===== config.mk =====
export PLATFORM = sky130hd
export DESIGN_NAME = stopwatch_ctrl
export DESIGN_NICKNAME = d
export VERILOG_FILES = /design/src/rtl/stopwatch_ctrl.sv
export SDC_FILE = /design/constraint.sdc
export NUM_CORES = 1
export LEC_CHECK = 0
export ABC_AREA = 0
export BUFFER_PORTS_ARGS = -buffer_cell sky130_fd_sc_hd__buf_2
export CORE_MARGIN = 3
export CORE_UTILIZATION = 45
export CTS_BUF_LIST = sky130_fd_sc_hd__clkbuf_4 sky130_fd_sc_hd__clkbuf_8 sky130_fd_sc_hd__clkbuf_16
export DETAILED_ROUTE_END_ITERATION = 8
export HOLD_SLACK_MARGIN = 0.06
export SLEW_MARGIN = 20
export SYNTH_ARGS = -nofsm -noshare
export SYNTH_HDL_FRONTEND = slang
export SYNTH_SLANG_ARGS = --single-unit

===== constraint.sdc =====
create_clock -name clk -period 1.9 [get_ports clk]
set_input_delay 0.38 -clock clk [delete_from_list [all_inputs] [get_ports clk]]
set_output_delay 0.38 -clock clk [all_outputs]
set_load 0.02 [all_outputs]

===== src/rtl/stopwatch_ctrl.sv =====
// stopwatch_ctrl: run/pause/lap/clear controller for the stopwatch timebase.
// One shared tick prescaler produces the cnt_en enable for the BCD time
// counters, and a free-running scan prescaler produces scan_en for the
// 7-segment digit mux. All outputs are registered, and reset is synchronous
// and active-low.
module stopwatch_ctrl #(
    parameter int CLK_HZ  = 100_000_000,
    parameter int TICK_HZ = 100,
    parameter int SCAN_HZ = 1000
) (
    input  logic       clk,
    input  logic       rst_n,
    input  logic       start_stop,
    input  logic       lap_reset,
    output logic       cnt_en,
    output logic       cnt_clr,
    output logic       lap_hold,
    output logic [1:0] state,
    output logic       scan_en
);

    localparam int DIV  = CLK_HZ / TICK_HZ;
    localparam int SDIV = CLK_HZ / SCAN_HZ;
    localparam int DW   = (DIV  > 1) ? $clog2(DIV)  : 1;
    localparam int SW   = (SDIV > 1) ? $clog2(SDIV) : 1;

    localparam logic [DW-1:0] PRESC_MAX = DW'(DIV - 1);
    localparam logic [SW-1:0] SCAN_MAX  = SW'(SDIV - 1);

    // Both dividers must be exact and at least 2, otherwise the enables
    // would drift from the nominal rates or degenerate into a constant high.
    generate
        if ((DIV * TICK_HZ != CLK_HZ) || (SDIV * SCAN_HZ != CLK_HZ) ||
            (DIV < 2) || (SDIV < 2)) begin : g_bad_params
            $error("stopwatch_ctrl: CLK_HZ must be an exact multiple (>=2) of TICK_HZ and SCAN_HZ");
        end
    endgenerate

    typedef enum logic [1:0] {
        S_IDLE  = 2'b00,
        S_RUN   = 2'b01,
        S_PAUSE = 2'b10,
        S_LAP   = 2'b11
    } state_t;

    state_t        st;
    logic [DW-1:0] presc;
    logic [SW-1:0] scan_cnt;

    assign state = st;

    // Control FSM plus tick prescaler. The tick decision looks only at the
    // pre-edge state, so a tick landing on a pause edge is still issued.
    always_ff @(posedge clk) begin
        // NOTE: reset is sampled on the clock edge (synchronous), and every
        // register here uses non-blocking assignment so all of them see the
        // same pre-edge values; a blocking write would leak the new state
        // into the prescaler decision within the same edge.
        if (!rst_n) begin
            st       <= S_IDLE;
            presc    <= '0;
            cnt_en   <= 1'b0;
            cnt_clr  <= 1'b0;
            lap_hold <= 1'b0;
        end else begin
            cnt_en  <= 1'b0;
            cnt_clr <= 1'b0;

            if (st == S_RUN || st == S_LAP) begin
                if (presc == PRESC_MAX) begin
                    presc  <= '0;
                    cnt_en <= 1'b1;
                end else begin
                    presc <= presc + DW'(1);
                end
            end

            // start_stop has priority; a simultaneous lap_reset is dropped.
            case (st)
                S_IDLE: begin
                    if (start_stop) begin
                        st <= S_RUN;
                    end else if (lap_reset) begin
                        cnt_clr <= 1'b1;
                    end
                end
                S_RUN: begin
                    if (start_stop) begin
                        st       <= S_PAUSE;
                        lap_hold <= 1'b0;
                    end else if (lap_reset) begin
                        st       <= S_LAP;
                        lap_hold <= 1'b1;
                    end
                end
                S_LAP: begin
                    if (start_stop) begin
                        st       <= S_PAUSE;
                        lap_hold <= 1'b0;
                    end else if (lap_reset) begin
                        st       <= S_RUN;
                        lap_hold <= 1'b0;
                    end
                end
                S_PAUSE: begin
                    if (start_stop) begin
                        st <= S_RUN;
                    end else if (lap_reset) begin
                        st      <= S_IDLE;
                        cnt_clr <= 1'b1;
                        presc   <= '0;
                    end
                end
                default: begin
                    st <= S_IDLE;
                end
            endcase
        end
    end

    // Free-running scan prescaler, independent of the FSM state.
    always_ff @(posedge clk) begin
        if (!rst_n) begin
            scan_cnt <= '0;
            scan_en  <= 1'b0;
        end else begin
            scan_en <= (scan_cnt == SCAN_MAX);
            if (scan_cnt == SCAN_MAX) begin
                scan_cnt <= '0;
            end else begin
                scan_cnt <= scan_cnt + SW'(1);
            end
        end
    end

endmodule

==> impl_metrics.env <==
export IMPL_portBuffers=9
export IMPL_clockPowerShare=0.362
export IMPL_ys_warnings_count=0
export IMPL_ys_seq_elements=43
export IMPL_grt_first_pass_wirelength_um=6679
export IMPL_die_h_um=72.28
export IMPL_io_pins=10
export IMPL_met3_length_um=126
export IMPL_power_leakage_uw=0.0007849
export IMPL_cp_end_kind="flop"
export IMPL_rrSetupSlack_ns=0.16
export IMPL_synth_yosys_seq_area_share=0.4354
export IMPL_cts_setup_buffers=0
export IMPL_syn_inst=217
export IMPL_syn_to_final_growth_pct=12.53
export IMPL_slew_headroom=0.6825
export IMPL_dpl_cell_count=280
export IMPL_synthFlopType="dfxtp_1"
export IMPL_cts_tree="done"
export IMPL_rsz0062_at_grt="no"
export IMPL_layout_nets=244
export IMPL_m1WireLength_um=1881
export IMPL_layout_drive_gt1_share=0.1925
export IMPL_wire_per_inst_um=13.16
export IMPL_grt_usage=0.1604
export IMPL_crit_required_ns=2.13
export IMPL_fin_cells=289
export IMPL_yosys_mux_area_fraction=0
export IMPL_yosysTopAreaCellShare=0.4354
export IMPL_drtAntennaViolNets=0
export IMPL_synth_nets=223
export IMPL_grt_max_degree=20
export IMPL_powerDensity_nw_per_um2=723.3
export IMPL_cp_start_kind="flop"
export IMPL_synth_area_per_cell_um2=9.110
export IMPL_hold_viol_final=0
export IMPL_vdd_ir_drop_worst_v=0.0003657
export IMPL_cts_sinks=43
export IMPL_worstSetupPathType="reg2reg"
export IMPL_yosysTopAreaCell="dfxtp_1"
export IMPL_synth_compound_area_frac=0.08544
export IMPL_coreArea_um2=4115
export IMPL_pwr_share_comb=0.059
export IMPL_synth_common_cells="dfxtp_1, nor2_1, xnor2_1"
export IMPL_seqPwrFrac=0.579
export IMPL_cp_arrival_ns=1.97
export IMPL_final_util=0.5406
export IMPL_vias=1565
export IMPL_maxSlewViolCount=0
export IMPL_switching_share=0.2269
export IMPL_place_hpwl_um=2768
export IMPL_p_int_uw=1244
export IMPL_clock_path_buffers=2
export IMPL_fin_crit_sh=0.9143
export IMPL_gp_congestion=0.8077
export IMPL_viasPerCell=5.415
export IMPL_row_count=23
export IMPL_clk_latency_ns=0.29
export IMPL_synth_fa_ha_area_frac=0.01266
export IMPL_async_flop_share=0
export IMPL_die_x_um=72.28
export IMPL_netlist_top_cells_area="dfxtp_1, xnor2_1, nor2_1"
export IMPL_drt_iter0_drc=81
export IMPL_routed_top_layer="met4"
export IMPL_antenna_cells=0
export IMPL_wl_um=3803
export IMPL_drtPass1Iterations=4
export IMPL_fin_setup_tns_ns=0
export IMPL_cts_root_buf="clkbuf_8"
export IMPL_globalRouteOverflowTotal=0
export IMPL_cts_clk_slew_worst_paths_ns=0.08
export IMPL_cap_violations=0
export IMPL_yosys_cell_count_top_type="dfxtp_1"
export IMPL_synth_distinct_cells=38
export IMPL_synth_cell_area_um2=1977
export IMPL_hold_buffers=0
export IMPL_cts_resized_gates=0
export IMPL_cts_max_level=2
export IMPL_cts_buffers_inserted=5
export IMPL_setup_violations=0
export IMPL_power_switching_uw=365.0
export IMPL_wl_met2_um=1742
export IMPL_antenna_found_initial=0
export IMPL_min_path_type="in2reg"
export IMPL_status="complete, no violations"
export IMPL_fin_skew_ns=0.003507
export IMPL_drc_errors=0
export IMPL_fmax_mhz=575.6
export IMPL_dieArea_um2=5224
export IMPL_synth_simple_area_share=0.3234
export IMPL_tightest_slew_ns=0.4696
export IMPL_grt_pass1_vias=1510
export IMPL_synth_top_family_by_area="simple AND/OR/NAND/NOR gates"
export IMPL_synth_xor_area_frac=0.1152
export IMPL_period_needed_ns=1.737
export IMPL_start_util=0.4804
export IMPL_crit_fanout=9
export IMPL_synth_enable_flop_cells=0
==> metal layers <==
metal,GRT usage,vias up
met5,0,-
met4,0.06054,0
met3,0.04709,6
met2,0.2437,23
met1,0.2148,729
li1,-,807
==> cell families (layout without fill, tap and decap cells) <==
family / Yosys count / in the layout
AO/OA/AOI/OAI: 26 / 26
XOR/XNOR: 26 / 26
adder cells (fa/ha/maj): 2 / 2
buffers and inverters: 11 / 33
flip-flops: 43 / 43
AND/OR/NAND/NOR: 109 / 109
==> critical path: stages (launching register included) <==
cell and delay [ns]:
dfxtp_1 0.39, ha_1 0.18, and3_4 0.22, nand4_2 0.22
or4_1 0.52, a21oi_1 0.14
==> sequential cells by signal (all words and copies together), names as in the netlist <==
signal,cells
lap_hold,1
scan_en,1
cnt_en,1
presc,20
cnt_clr,1
state,2
scan_cnt,17
==> placed cells by master (no fill, tap or decap), drive strengths merged, types with 2 or more instances in the layout <==
cell and count:
nand3b 2, nor4b 3, xnor2 18, or3 7, o31ai 4, buf 18
and3 4, or4 4, nor3 3, and2 3, nand2 15, nor2 35
nand3 11, dfxtp 43, inv 7, ha 2, a21oi 12, nor4 8
clkbuf 7, nand4 9, o21ai 7, xor2 8
==> final cells by class <==
type | count | area, um2
Clock buffer | 7 | 83.83
Clock inverter | 1 | 5.005
Inverter | 7 | 26.28
Multi-Input combinational cell | 163 | 1061
Sequential cell | 43 | 860.8
Tap cell | 50 | 62.56
Fill cell | 380 | 1891
Timing Repair Buffer | 18 | 125.1
==> final timing paths <==
path,from,to,depth (start not counted)
max,presc[1]$_SDFF_PN0_,presc[18]$_SDFF_PN0_,5
min,rst_n,cnt_clr$_SDFF_PP0_,2
max reg2reg,presc[1]$_SDFF_PN0_,presc[18]$_SDFF_PN0_,5
min reg2reg,scan_cnt[0]$_SDFF_PP0_,scan_cnt[0]$_SDFF_PP0_,1
==> power groups by stage <==
| stage | Sequential, uW | Clock, uW | Combinational, uW |
|---|---|---|---|
| after global placement | 952 | 0 | 87.9 |
| after global routing | 934 | 647 | 107 |
| after CTS | 932 | 596 | 90.5 |
| after floorplan | 955 | 0 | 60.1 |
| final | 932 | 582 | 95.1 |
| after detailed placement | 953 | 0 | 89.7 |
==> per-stage QoR <==
step / setup slack (ns) / total power [uW] / hold slack (ns) / area, um2
final: 0.1628 / 1609 / 0.3240 / 2225
after global placement: 0.2218 / 1039 / 0.4584 / 2116
after floorplan: 0.01514 / 1015 / 0.4374 / 1977
after detailed placement: 0.1724 / 1043 / 0.4687 / 2116
after CTS: 0.1436 / 1618 / 0.3197 / 2205
after global routing: 0.06710 / 1688 / 0.3185 / 2225
No activity file was read; power rests on OpenSTA's default activity.
